===== config.mk =====
export PLATFORM = sky130hd
export DESIGN_NAME = img_loader
export DESIGN_NICKNAME = d
export VERILOG_FILES = /design/src/rtl/cnn_pkg.sv /design/src/rtl/pixel_serializer.sv /design/src/rtl/img_loader.sv
export SDC_FILE = /design/constraint.sdc
export NUM_CORES = 1
export LEC_CHECK = 0
export BUFFER_PORTS_ARGS = -buffer_cell sky130_fd_sc_hd__buf_2
export CORE_ASPECT_RATIO = 1.25
export CORE_MARGIN = 1.5
export CORE_UTILIZATION = 40
export CTS_CLUSTER_DIAMETER = 60
export DETAILED_ROUTE_END_ITERATION = 8
export PLACE_DENSITY = 0.67
export SYNTH_ARGS = -nofsm -noshare
export SYNTH_HDL_FRONTEND = slang
export SYNTH_SLANG_ARGS = --single-unit
export TNS_END_PERCENT = 20

===== constraint.sdc =====
create_clock -name clk -period 3.1 [get_ports clk]
set_clock_uncertainty 0.2 [all_clocks]
set_input_delay 0.465 -clock clk [delete_from_list [all_inputs] [get_ports clk]]
set_output_delay 0.465 -clock clk [all_outputs]
set_load 0.02 [all_outputs]

===== src/rtl/cnn_pkg.sv =====
// cnn_pkg: shared image geometry, loader register map and loader FSM states
package cnn_pkg;
    localparam int IMG_W      = 28;
    localparam int IMG_H      = 28;
    localparam int PIX_W      = 8;
    localparam int IMG_PIXELS = IMG_W * IMG_H;
    localparam int IMG_WORDS  = IMG_PIXELS / 4;

    localparam logic [8:0] ADDR_CTRL   = 9'd256;
    localparam logic [8:0] ADDR_STATUS = 9'd257;
    localparam logic [8:0] ADDR_RESULT = 9'd258;

    localparam int CTRL_START   = 0;
    localparam int CTRL_CLEAR   = 1;
    localparam int CTRL_IRQ_EN  = 2;
    localparam int CTRL_IRQ_ACK = 3;

    typedef enum logic [1:0] {IDLE, SER, RUN, DONE} loader_state_t;
endpackage


===== src/rtl/pixel_serializer.sv =====
// pixel_serializer: turns one latched 32-bit word into four consecutive pixel writes
module pixel_serializer
    import cnn_pkg::*;
(
    input  logic             clk,
    input  logic             reset_n,
    input  logic             load,
    input  logic [7:0]       word,
    input  logic [31:0]      data,
    output logic             wr_en,
    output logic [9:0]       wr_addr,
    output logic [PIX_W-1:0] wr_data,
    output logic             last
);
    logic [31:0] data_q;
    logic [1:0]  beat;
    logic [9:0]  base;

    // a load restarts the beat sequence, even on the last beat of the previous word
    always_ff @(posedge clk or negedge reset_n) begin
        if (!reset_n) begin
            wr_en  <= 1'b0;
            beat   <= 2'd0;
            base   <= 10'd0;
            data_q <= 32'd0;
        end else if (load) begin
            wr_en  <= 1'b1;
            beat   <= 2'd0;
            base   <= {word, 2'b00};
            data_q <= data;
        end else if (wr_en) begin
            wr_en <= beat != 2'd3;
            beat  <= beat + 2'd1;
        end
    end

    assign last    = wr_en && beat == 2'd3;
    assign wr_addr = base + {8'd0, beat};
    assign wr_data = data_q[{beat, 3'b000} +: PIX_W];
endmodule


===== src/rtl/img_loader.sv =====
// img_loader: Avalon-MM image loader feeding both image memory copies and sequencing the CNN core
module img_loader
    import cnn_pkg::*;
(
    input  logic             clk,
    input  logic             reset_n,
    input  logic [8:0]       avs_address,
    input  logic             avs_write,
    input  logic [31:0]      avs_writedata,
    input  logic             avs_read,
    output logic [31:0]      avs_readdata,
    output logic             avs_waitrequest,
    output logic             img_wr_en,
    output logic [9:0]       img_wr_addr,
    output logic [PIX_W-1:0] img_wr_data,
    output logic             cnn_start,
    input  logic             cnn_done,
    input  logic [3:0]       cnn_digit,
    output logic             irq
);
    loader_state_t state;
    logic [7:0]  word_cnt, cnt_clr;
    logic [3:0]  res_digit;
    logic [31:0] rd_mux;
    logic        err, irq_en, res_valid;
    logic        ser_last, acc, wr, rd, run, pix_wr, ctrl_wr, clr, start_req, start_ok, load, done_ev, ack;

    // the last serialiser beat already counts as idle, so a stalled request lands right as SER ends
    assign acc             = state != SER || ser_last;
    assign avs_waitrequest = !acc && (avs_write || avs_read);
    assign wr              = avs_write && acc;
    assign rd              = avs_read && acc;
    assign run             = state == RUN;
    assign pix_wr          = wr && avs_address < 9'(IMG_WORDS);
    assign ctrl_wr         = wr && avs_address == ADDR_CTRL;
    assign clr             = ctrl_wr && avs_writedata[CTRL_CLEAR];
    assign ack             = ctrl_wr && avs_writedata[CTRL_IRQ_ACK];
    assign cnt_clr         = clr ? 8'd0 : word_cnt;
    assign start_req       = ctrl_wr && avs_writedata[CTRL_START];
    assign start_ok        = start_req && !run && cnt_clr == 8'(IMG_WORDS);
    assign load            = pix_wr && !run;
    assign done_ev         = cnn_done && run;

    pixel_serializer u_ser (
        .clk     (clk),
        .reset_n (reset_n),
        .load    (load),
        .word    (avs_address[7:0]),
        .data    (avs_writedata),
        .wr_en   (img_wr_en),
        .wr_addr (img_wr_addr),
        .wr_data (img_wr_data),
        .last    (ser_last)
    );

    // every accepted pixel word passes through SER; start and done move between RUN and DONE
    always_ff @(posedge clk or negedge reset_n) begin
        if (!reset_n)
            state <= IDLE;
        else if (load)
            state <= SER;
        else if (start_ok)
            state <= RUN;
        else if (done_ev)
            state <= DONE;
        else if (state == SER && ser_last)
            state <= IDLE;
    end

    // software-visible registers; an err set in the same cycle as a clear wins
    always_ff @(posedge clk or negedge reset_n) begin
        if (!reset_n) begin
            word_cnt  <= 8'd0;
            err       <= 1'b0;
            irq_en    <= 1'b0;
            irq       <= 1'b0;
            cnn_start <= 1'b0;
            res_digit <= 4'd0;
            res_valid <= 1'b0;
        end else begin
            word_cnt  <= load && cnt_clr != 8'(IMG_WORDS) ? cnt_clr + 8'd1 : cnt_clr;
            err       <= (err && !clr) || (start_req && !start_ok) || (pix_wr && run) || (done_ev && cnn_digit > 4'd9);
            irq_en    <= irq_en || (ctrl_wr && avs_writedata[CTRL_IRQ_EN]);
            irq       <= done_ev ? irq_en : irq && !(load || start_ok || ack);
            cnn_start <= start_ok;
            if (done_ev) begin
                res_digit <= cnn_digit;
                res_valid <= 1'b1;
            end
        end
    end

    assign rd_mux = avs_write ? 32'd0 :
                    avs_address == ADDR_STATUS ? {16'd0, word_cnt, 5'd0, err, state == DONE, state == SER || run} :
                    avs_address == ADDR_RESULT ? {res_valid, 27'd0, res_digit} : 32'd0;

    // read data is registered and held until the next accepted read
    always_ff @(posedge clk or negedge reset_n) begin
        if (!reset_n)
            avs_readdata <= 32'd0;
        else if (rd)
            avs_readdata <= rd_mux;
    end
endmodule


==> flow_summary.toml <==
[floorplan]
full_die_area_mm2 = 0.009313
dieHeight_um = 107.5
standard_cell_core_area_mm2 = 0.008379
initial_core_util_pct = 41.72
floorplan.io_pins = 104
die-width_um = 86.62
floorplan.rows = 37

[cells_and_area]
drive_above_1_share_pct = 34.12
fin_util_pct = 53.17
fin_cells = 583
finish.instance_area_mm2 = 0.004456
nNetsFinal = 517
syn2layout_area_growth_pct = 27.45
ant_diodes = 0

[yosys]
post_synth_and_or_nand_nor_area_fraction_pct = 22.62
yosysTopAreaCellShare_pct = 53.69
yosys_register_bits = 75
synth_compound_area_share_pct = 6.442
seq_area_frac_synth_pct = 53.69
synthMostInstantiatedCell = "nand2_1"
number_of_flops_mapped_to_enable_cells_by_yosys = 0
synthTopCellsByCount = "nand2_1, dfrtp_1, buf_4"
synth-async-reset-ratio_pct = 100.0
yosysWarnings = 0
netlist-cell-type-count = 43
syn_inst = 351
parity_gate_share_of_the_synthesized_area_counting_xor_and_xnor_cells_pct = 1.503
post_synth_mux_area_share_pct = 7.015
syn-cell-area_mm2 = 0.003496
dominant_synthesized_flop_cell = "dfrtp_1"
syn_avg_cell_area_um2 = 9.960
synth_top_family_by_area = "simple AND/OR/NAND/NOR gates"
netlist_top_cells_area = "dfrtp_1, nand2_1, mux4_2, buf_4, a22o_1"
synth.largest_area_cell = "dfrtp_1"
adder_cell_share_of_the_synthesized_area_pct = 2.147

[place]
hpwlAfterDp_um = 5629
post_dp_cell_area_mm2 = 0.004172
dpl_worst_slack_ns = -0.7809
gp_congestion = 0.8387
placedCellCount = 567
io_buffer_count = 84

[sta]
finalSetupViolations = 7
drv_slew = 0
grt_setup_unrepaired = "true"
max_fclk_ghz = 0.2914
final_critical_path_setup_slack_ns = -0.3320
hold_slack_ns = 0.03818
hold_violations = 0
aggregate_negative_setup_slack_ns = -1.346
final_min_period_over_clock_period_pct = 110.7
worst_slew_margin_rel_pct = 38.77
finalWorstPathRequiredPeriod_ns = 3.432
tightestPinTransition_ns = 0.9185

[clock_tree]
cts_bufs_inserted = 9
max-clock-path-buffers = 2
ctsHtreeMaxLevel = 3
clk-insertion-delay-late_ns = 0.35
cts_tree = "yes"
cts_sinks = 75
clk_root_buffer_cell = "clkbuf_8"
clk_pin_slew_worst_paths_ns = 0.08
cts_setup_buffers = 0

[global_routing]
met3_usage_pct = 2.991
antenna_found_initial = 0
via_count_of_the_first_global_routing_pass = 2696
global_route.peak_usage_layer = "met2"
track_usage_pct = 18.13
grt.met2_usage_pct = 30.08
pin_count_of_the_biggest_net_entering_global_routing = 76
gr-usage-met1_pct = 23.82
total_congestion_overflow_after_global_routing = 0
grt_pass1_wl_um = 13100

[drt]
vias_per_cell = 4.822
detail_route.wirelength_um = 7995
detailroute.via_count = 2811
ant_nets = 0
drc = 0
drt-wirelength-per-cell_um = 13.71
dr.pass1.iters = 5
drt-initial-drc-count = 94

[setup_path]
critical-path-top-cell-by-count = "or4_4"
critical_path.slowest_cell = "or4_4"
end_kind = "register"
timing.critical_path.cells = "buf_2 > or4_4 > or4_4 > or4_4 > and2_4 > clkinv_2 > ha_1 > nand4bb_1 > or3_4 > nor4b_4 > o21ai_2 > a41o_1"
critPathKind = "input port to register"
crit_required_ns = 3.14
critical_path_peak_fanout = 3
timing.critical_path.from_type = "input port"
timing.critical_path.slowest_cell_delay_ns = 0.52
worst_path_top_cell_family_by_delay = "simple AND/OR/NAND/NOR gates"
worstPathBufferInverterCount = 2
worst_ep_arrival_time_ns = 3.47

[status]
failed_checks = "negative setup slack"
outcome = "finished, violations left"

[min_path]
min-delay-path-class = "input port to asynchronous set/reset pin"

[power]
p_leak_nw = 2.388
power-per-cell-area_mw_per_mm2 = 848.0
max-vdd-ir-drop_mv = 0.5352
report.power.total_mw = 3.778

[run]
max_cap_violations = 0
## cells by family (layout without fill, tap and decap cells)
family / count (synthesis) / count (layout)
buffers and inverters: 41 / 138
adder cells (fa/ha/maj): 6 / 6
other: 1 / 19
multiplexers: 14 / 14
AO/OA/AOI/OAI: 30 / 30
flip-flops: 75 / 75
XOR/XNOR: 6 / 6
AND/OR/NAND/NOR: 178 / 178
## layer usage
metal / part of all wire, % / vias to the layer above
met4: 0.91 / 0
met1: 44 / 1367
met2: 50 / 84
li1: - / 1354
met3: 4.7 / 6
met5: 0 / -
## power breakdown
group	total, mW	switching [mW]	leakage [nW]	internal, mW
Clock	0.919	0.361	0.123	0.558
Combinational	1.38	0.796	1.29	0.585
Sequential	1.48	0.187	0.973	1.29
## worst register-to-register path: stages (launching register included)
cell and delay, ns:
dfrtp_1 0.38, ha_1 0.22, a21bo_2 0.22, nand2_1 0.08, or4_4 0.49, and2_4 0.18
clkinv_2 0.05, ha_1 0.13, nand4bb_1 0.12, or3_4 0.39, nor4b_4 0.27, o21ai_2 0.07
a41o_1 0.23
## what timing repair did
action / 4_1_cts / 5_1_grt
endpoints found under the hold margin: 0 / 0
pin swaps: 1 / 0
hold buffers: 0 / 0
setup endpoints to repair: 7 / 9
gates resized for setup: 6 / 2
## final timing paths
path | startpoint | to | slack (ns) | cells after the start
setup / recovery | avs_address[3] | irq | -0.33 | 12
hold / removal | reset_n | word_cnt[5] | 0.04 | 1
setup reg to reg | state[0] | irq | -0.04 | 12
hold reg to reg | irq_en | irq_en | 0.27 | 1
max in group asynchronous | reset_n | u_ser.data_q[14] | 2.05 | 1
min in group clk | avs_writedata[28] | u_ser.data_q[28] | 0.10 | 3
## cell type report
cell class              instances  area, um^2
inverters                       9       35.03
fillers                       788        3924
repair buffers                113       640.6
flip-flops and latches         75        1877
clock inverters                 6       111.4
multi-input cells             253        1508
well taps                     117       146.4
clock buffers                  10       137.6
## flip-flops by register name, summed over array words and instances, names as in the netlist
register	count
u_ser.wr_en	1
cnn_start	1
state	2
res_digit	4
res_valid	1
u_ser.beat	2
u_ser.base	8
avs_readdata	13
u_ser.data_q	32
err	1
word_cnt	8
irq	1
irq_en	1
## placed cells by master, fill, tap and decap left out, types with 3 or more instances in the layout
| cell type | n |
|---|---|
| conb_1 | 19 |
| or4_4 | 3 |
| nand3_1 | 3 |
| mux2_2 | 4 |
| nand2_1 | 136 |
| nor2_1 | 9 |
| buf_4 | 30 |
| xnor2_1 | 6 |
| a22o_1 | 9 |
| clkbuf_8 | 10 |
| o211ai_1 | 4 |
| inv_1 | 7 |
| mux4_2 | 8 |
| ha_1 | 6 |
| a22oi_1 | 4 |
| nor4_1 | 6 |
| bufinv_16 | 3 |
| o21ai_0 | 5 |
| nand2b_1 | 4 |
| buf_2 | 83 |
| dfrtp_1 | 75 |
Note: power is estimated with default switching activity, not from simulation.
